<file path="config.mk">
export PLATFORM = sky130hd
export DESIGN_NAME = pattern_sync_detector
export DESIGN_NICKNAME = d
export VERILOG_FILES = /design/src/rtl/pattern_sync_pkg.sv /design/src/rtl/pattern_window.sv /design/src/rtl/pattern_sync_detector.sv
export SDC_FILE = /design/constraint.sdc
export NUM_CORES = 1
export LEC_CHECK = 0
export CORE_ASPECT_RATIO = 0.9
export CORE_UTILIZATION = 45
export CTS_BUF_LIST = sky130_fd_sc_hd__clkbuf_4 sky130_fd_sc_hd__clkbuf_8
export DETAILED_ROUTE_END_ITERATION = 16
export HOLD_SLACK_MARGIN = 0.08
export PLACE_DENSITY_LB_ADDON = 0.08
export SLEW_MARGIN = 10
export SYNTH_ARGS = -nofsm -noshare
export SYNTH_HDL_FRONTEND = slang
export SYNTH_HIERARCHICAL = 1
export SYNTH_SLANG_ARGS = --single-unit
</file>
<file path="constraint.sdc">
create_clock -name CLK -period 7.8 [get_ports CLK]
set_input_delay 1.95 -clock CLK [delete_from_list [all_inputs] [get_ports CLK]]
set_output_delay 1.95 -clock CLK [all_outputs]
set_load 0.02 [all_outputs]
</file>
<file path="src/rtl/pattern_sync_pkg.sv">
// pattern_sync_pkg: shared state encoding and default constants for pattern_sync_detector
package pattern_sync_pkg;
   typedef enum logic [1:0] {SEARCH, TRACK, LOCKED} state_t;
   localparam logic [31:0] DEFAULT_PATTERN = 32'hAABBCCDD;
   localparam int DEFAULT_MISS_MAX = 2;
endpackage

</file>
<file path="src/rtl/pattern_window.sv">
// pattern_window: sliding symbol window with fill count and combinational post-shift pattern compare
module pattern_window
   import pattern_sync_pkg::*;
#(
   parameter int SYM_W = 8,
   parameter int PAT_SYMS = 4,
   parameter logic [SYM_W*PAT_SYMS-1:0] PATTERN = DEFAULT_PATTERN
) (
   input  logic             CLK,
   input  logic             RSTn,
   input  logic             clear,
   input  logic             data_valid,
   input  logic [SYM_W-1:0] in,
   output logic             win_match
);
   localparam int W = SYM_W * PAT_SYMS;
   localparam int FW = $clog2(PAT_SYMS + 1);
   localparam logic [FW-1:0] FULL = FW'(PAT_SYMS);
   localparam logic [FW-1:0] FILL_MIN = FW'(PAT_SYMS - 1);
   logic [W-1:0] win;
   logic [W-1:0] win_nxt;
   logic [FW-1:0] fill;
   assign win_nxt = {win[W-SYM_W-1:0], in};
   assign win_match = data_valid && (fill >= FILL_MIN) && (win_nxt == PATTERN);
   // shift the newest symbol into the LS position and count fill up to a full window
   always_ff @(posedge CLK or negedge RSTn) begin
      if (!RSTn) begin
         win  <= '0;
         fill <= '0;
      end else if (clear) begin
         win  <= '0;
         fill <= '0;
      end else if (data_valid) begin
         win  <= win_nxt;
         fill <= (fill == FULL) ? fill : fill + 1'b1;
      end
   end
endmodule

</file>
<file path="src/rtl/pattern_sync_detector.sv">
// pattern_sync_detector: period-aligned pattern lock detector; optional match_total counter under PATTERN_SYNC_DETECTOR_MATCH_CNT_EN
module pattern_sync_detector
   import pattern_sync_pkg::*;
#(
   parameter int SYM_W = 8,
   parameter int PAT_SYMS = 4,
   parameter logic [SYM_W*PAT_SYMS-1:0] PATTERN = DEFAULT_PATTERN,
   parameter int CNT_W = 8,
   parameter int MISS_MAX = DEFAULT_MISS_MAX
) (
   input  logic             CLK,
   input  logic             RSTn,
   input  logic             clear,
   input  logic             data_valid,
   input  logic [SYM_W-1:0] in,
   input  logic [CNT_W-1:0] n,
   output logic             pattern_detected,
   output logic             match_pulse,
   output logic             frame_start,
   output logic [15:0]      match_total
);
   localparam int PW = $clog2(PAT_SYMS);
   localparam int MW = $clog2(MISS_MAX + 1);
   localparam logic [PW-1:0] LAST = PW'(PAT_SYMS - 1);
   localparam logic [MW-1:0] MLAST = MW'(MISS_MAX - 1);
   state_t state;
   logic [CNT_W-1:0] rep_cnt;
   logic [CNT_W-1:0] rep_inc;
   logic [CNT_W-1:0] n_eff;
   logic [PW-1:0] phase;
   logic [MW-1:0] miss_cnt;
   logic win_match;
   logic adv;
   logic period_end;
   pattern_window #(
      .SYM_W(SYM_W),
      .PAT_SYMS(PAT_SYMS),
      .PATTERN(PATTERN)
   ) u_window (
      .CLK(CLK),
      .RSTn(RSTn),
      .clear(clear),
      .data_valid(data_valid),
      .in(in),
      .win_match(win_match)
   );
   assign adv = data_valid && !clear;
   assign n_eff = (n == '0) ? CNT_W'(1) : n;
   assign rep_inc = (rep_cnt == '1) ? rep_cnt : rep_cnt + 1'b1;
   assign period_end = (state != SEARCH) && (phase == LAST);
   assign match_pulse = adv && win_match && ((state == SEARCH) || period_end);
   assign frame_start = adv && (state == LOCKED) && (phase == '0);
   // acquire, track and hold period alignment; lock flag follows the registered state
   always_ff @(posedge CLK or negedge RSTn) begin
      if (!RSTn) begin
         state            <= SEARCH;
         rep_cnt          <= '0;
         phase            <= '0;
         miss_cnt         <= '0;
         pattern_detected <= 1'b0;
      end else if (clear) begin
         state            <= SEARCH;
         rep_cnt          <= '0;
         phase            <= '0;
         miss_cnt         <= '0;
         pattern_detected <= 1'b0;
      end else if (data_valid) begin
         phase <= ((state == SEARCH) || (phase == LAST)) ? '0 : phase + 1'b1;
         case (state)
            SEARCH: if (win_match) begin
               rep_cnt          <= CNT_W'(1);
               state            <= (n_eff == CNT_W'(1)) ? LOCKED : TRACK;
               pattern_detected <= (n_eff == CNT_W'(1));
            end
            TRACK: if (period_end) begin
               if (win_match) begin
                  rep_cnt <= rep_inc;
                  if (rep_inc >= n_eff) begin
                     state            <= LOCKED;
                     pattern_detected <= 1'b1;
                  end
               end else begin
                  state   <= SEARCH;
                  rep_cnt <= '0;
               end
            end
            LOCKED: if (period_end) begin
               if (win_match) miss_cnt <= '0;
               else if (miss_cnt == MLAST) begin
                  state            <= SEARCH;
                  rep_cnt          <= '0;
                  miss_cnt         <= '0;
                  pattern_detected <= 1'b0;
               end else miss_cnt <= miss_cnt + 1'b1;
            end
            default: state <= SEARCH;
         endcase
      end
   end
`ifdef PATTERN_SYNC_DETECTOR_MATCH_CNT_EN
   // saturating count of every counted occurrence
   always_ff @(posedge CLK or negedge RSTn) begin
      if (!RSTn) match_total <= '0;
      else if (clear) match_total <= '0;
      else if (match_pulse && (match_total != 16'hFFFF)) match_total <= match_total + 16'd1;
   end
`else
   assign match_total = 16'h0000;
`endif
endmodule

</file>
==> impl_metrics.csv <==
group,metric,value,unit
run_status,status,"finished clean",
synthesis,ys.flop_type,"dfrtp_1",
placement,dp_hpwl,3860,um
routing,ant_nets,0,
clocking,cts-buffers-inserted,5,
pwr,p_leak,1.44,nW
timing,worst_slack,1.26,ns
timing,worstMarginPinSlew,0.946,ns
critical_path,critPathKind,"input port to output pin",
timing,grt_setup_unrepaired,"false",
floorplan,initial_core_util,0.472,
finish,final_nets,340,
synthesis,ys_async_sr_fraction,1.00,
clocking,cts.clk_slew.worst_paths,0.08,ns
synthesis,syn_inst,284,
critical_path,start_kind,"input port",
clocking,cts_resized,0,
timing,fin_tns_setup,0,ns
critical_path,worst_ep_arrival_time,4.59,ns
finish,syn_to_final_growth,10.8,%
synthesis,yosysWarnings,6,
critical_path,crit_fanout,8,
synthesis,syn_area_per_cell,9.52,um^2
routing,drt_iter0_markers,106,
synthesis,yosysUniqueCellTypes,49,
finish,fillers,545,
timing,max_slew_margin,0.370,
pwr,p_total,469,uW
synthesis,synth_edf_count,0,
pwr,p_per_area,157,nW/um^2
clocking,cts_tree,"done",
timing,fin_hold_ws,0.519,ns
floorplan,die_area,6320,um^2
timing,fin_worst_skew,0.00467,ns
floorplan,dieHeight,75.5,um
routing,dr.pass1.iters,4,
routing,vias_per_cell,5.31,
finish,drive_above_1_share,0.0855,
routing,wl,5330,um
clocking,clkSinkCount,42,
synthesis,synth_common_cells,"dfrtp_1, nor2_1, mux2i_1, inv_1, ha_1",
hold_path,min_path_type,"flip-flop to flip-flop",
routing,wl_per_cell,14.2,um
synthesis,ys_seq_area_frac,0.389,
clocking,htreeDepth,2,
synthesis,synth_most_common_cell,"dfrtp_1",
pwr,vdd_drop_max,0.109,mV
synthesis,netlist.area_leader.share,0.389,
synthesis,yosysTopAreaCell,"dfrtp_1",
clocking,clock_latency,0.29,ns
grt,grt_pass1_vias,1897,
placement,portBuffers,22,
floorplan,boundaryPins,39,
timing,period_needed,6.54,ns
timing,period_share,0.839,
timing,slew_viol_final,0,
routing,vias,1987,
routing,drc_errors,0,
clocking,cts_hold_buf,0,
synthesis,netlist_area,2700,um^2
clocking,post_cts_buffers,0,
synthesis,synth.area.top_cells,"dfrtp_1, mux2i_1, ha_1",
placement,post-place-ws,1.20,ns
finish,diodes,0,
grt,grt_use_total,0.184,
critical_path,cp.required,5.85,ns
critical_path,end_kind,"output pin",
placement,place_congestion,0.838,
floorplan,coreArea,5730,um^2
synthesis,synth-seq-cells,42,
timing,hold_violations,0,
grt,gr-total-overflow,0,
clocking,cts-root-buf,"clkbuf_8",
grt,grt_pass1_wl,9240,um
clocking,clk_path_buf_depth,2,
critical_path,r2r_slack,4.41,ns
run,maxCapViolCount,0,
grt,grt_max_degree,43,
timing,setup_viol,0,
grt,antenna_found_initial,0,
timing,fmax,153,MHz
floorplan,row_count,26,
floorplan,die_w,83.7,um
-- registers in the layout, indices dropped and copies added (netlist names) --
register	flops
phase	2
u_window/win	24
pattern_detected	1
miss_cnt	2
state	2
u_window/fill	3
rep_cnt	8
-- area by class of cell --
cell class / count / area, um^2 / share of cell area
Multi-Input combinational cell: 211 / 1470 / 0.491
Timing Repair Buffer: 24 / 225 / 0.0752
Tap cell: 70 / 87.6 / 0.0293
Clock buffer: 6 / 76.3 / 0.0255
Inverter: 19 / 71.3 / 0.0238
Clock inverter: 2 / 13.8 / 0.00460
Sequential cell: 42 / 1050 / 0.351
-- worst paths after layout --
kind                                        from     endpoint  depth (start not counted)
worst max-delay path                       in[0]  match_pulse                          7
worst min-delay path                 miss_cnt[1]  miss_cnt[1]                          1
worst max register to register  u_window/win[14]   rep_cnt[3]                          8
worst min register to register       miss_cnt[1]  miss_cnt[1]                          1
max in group asynchronous                   RSTn   rep_cnt[3]                          1
min in group asynchronous                   RSTn     phase[1]                          1
-- worst max-delay path, stage by stage --
cell and delay, ns:
clkdlybuf4s50_1 0.52, nand4b_4 0.10, or4_1 0.49, nor4_2 0.71
nand2_1 0.10, nor2_1 0.11, clkdlybuf4s50_1 0.61
-- cell usage in the layout, fill, tap and decap left out, types with 8 or more instances in the layout --
cell             count
mux2i_1             27
ha_1                17
dfrtp_1             42
inv_1               19
clkdlybuf4s50_1     20
nor2_1              39
a21oi_1             10
conb_1              16
nand2_1             16
o21ai_0              8
-- logic make-up (layout without fill, tap and decap cells) --
group | count (synthesis) | in the layout | synth area share
simple gates | 99 | 99 | 0.197
compound gates | 44 | 44 | 0.115
flops | 42 | 42 | 0.389
xor+xnor | 5 | 5 | 0.0162
buf+inv | 46 | 51 | 0.0884
fa+ha+maj | 17 | 17 | 0.0787
mux | 30 | 30 | 0.114
other cells | 1 | 16 | 0.00139
-- report_power, final --
group          internal [mW]  leakage, nW  switching, mW
sequential             0.227        0.574        0.00876
clock                 0.0668       0.0486         0.0780
combinational         0.0384        0.820         0.0504
-- through the flow --
step	util	cells	instance area (um^2)
final	0.523	374	2990
after global routing	0.523	374	2990
after detailed placement	0.507	366	2900
after floorplan	-	299	2760
after CTS	0.523	374	2990
after global placement	0.507	366	2900
-- metal layers --
metal / vias up / part of all wire / global-route usage
met3: 4 / 0.038 / 0.0368
met2: 48 / 0.46 / 0.299
li1: 1004 / - / -
met4: 0 / 0.0084 / 0.0452
met5: - / 0 / 0
met1: 931 / 0.50 / 0.256
Note: power is estimated with default switching activity, not from simulation.
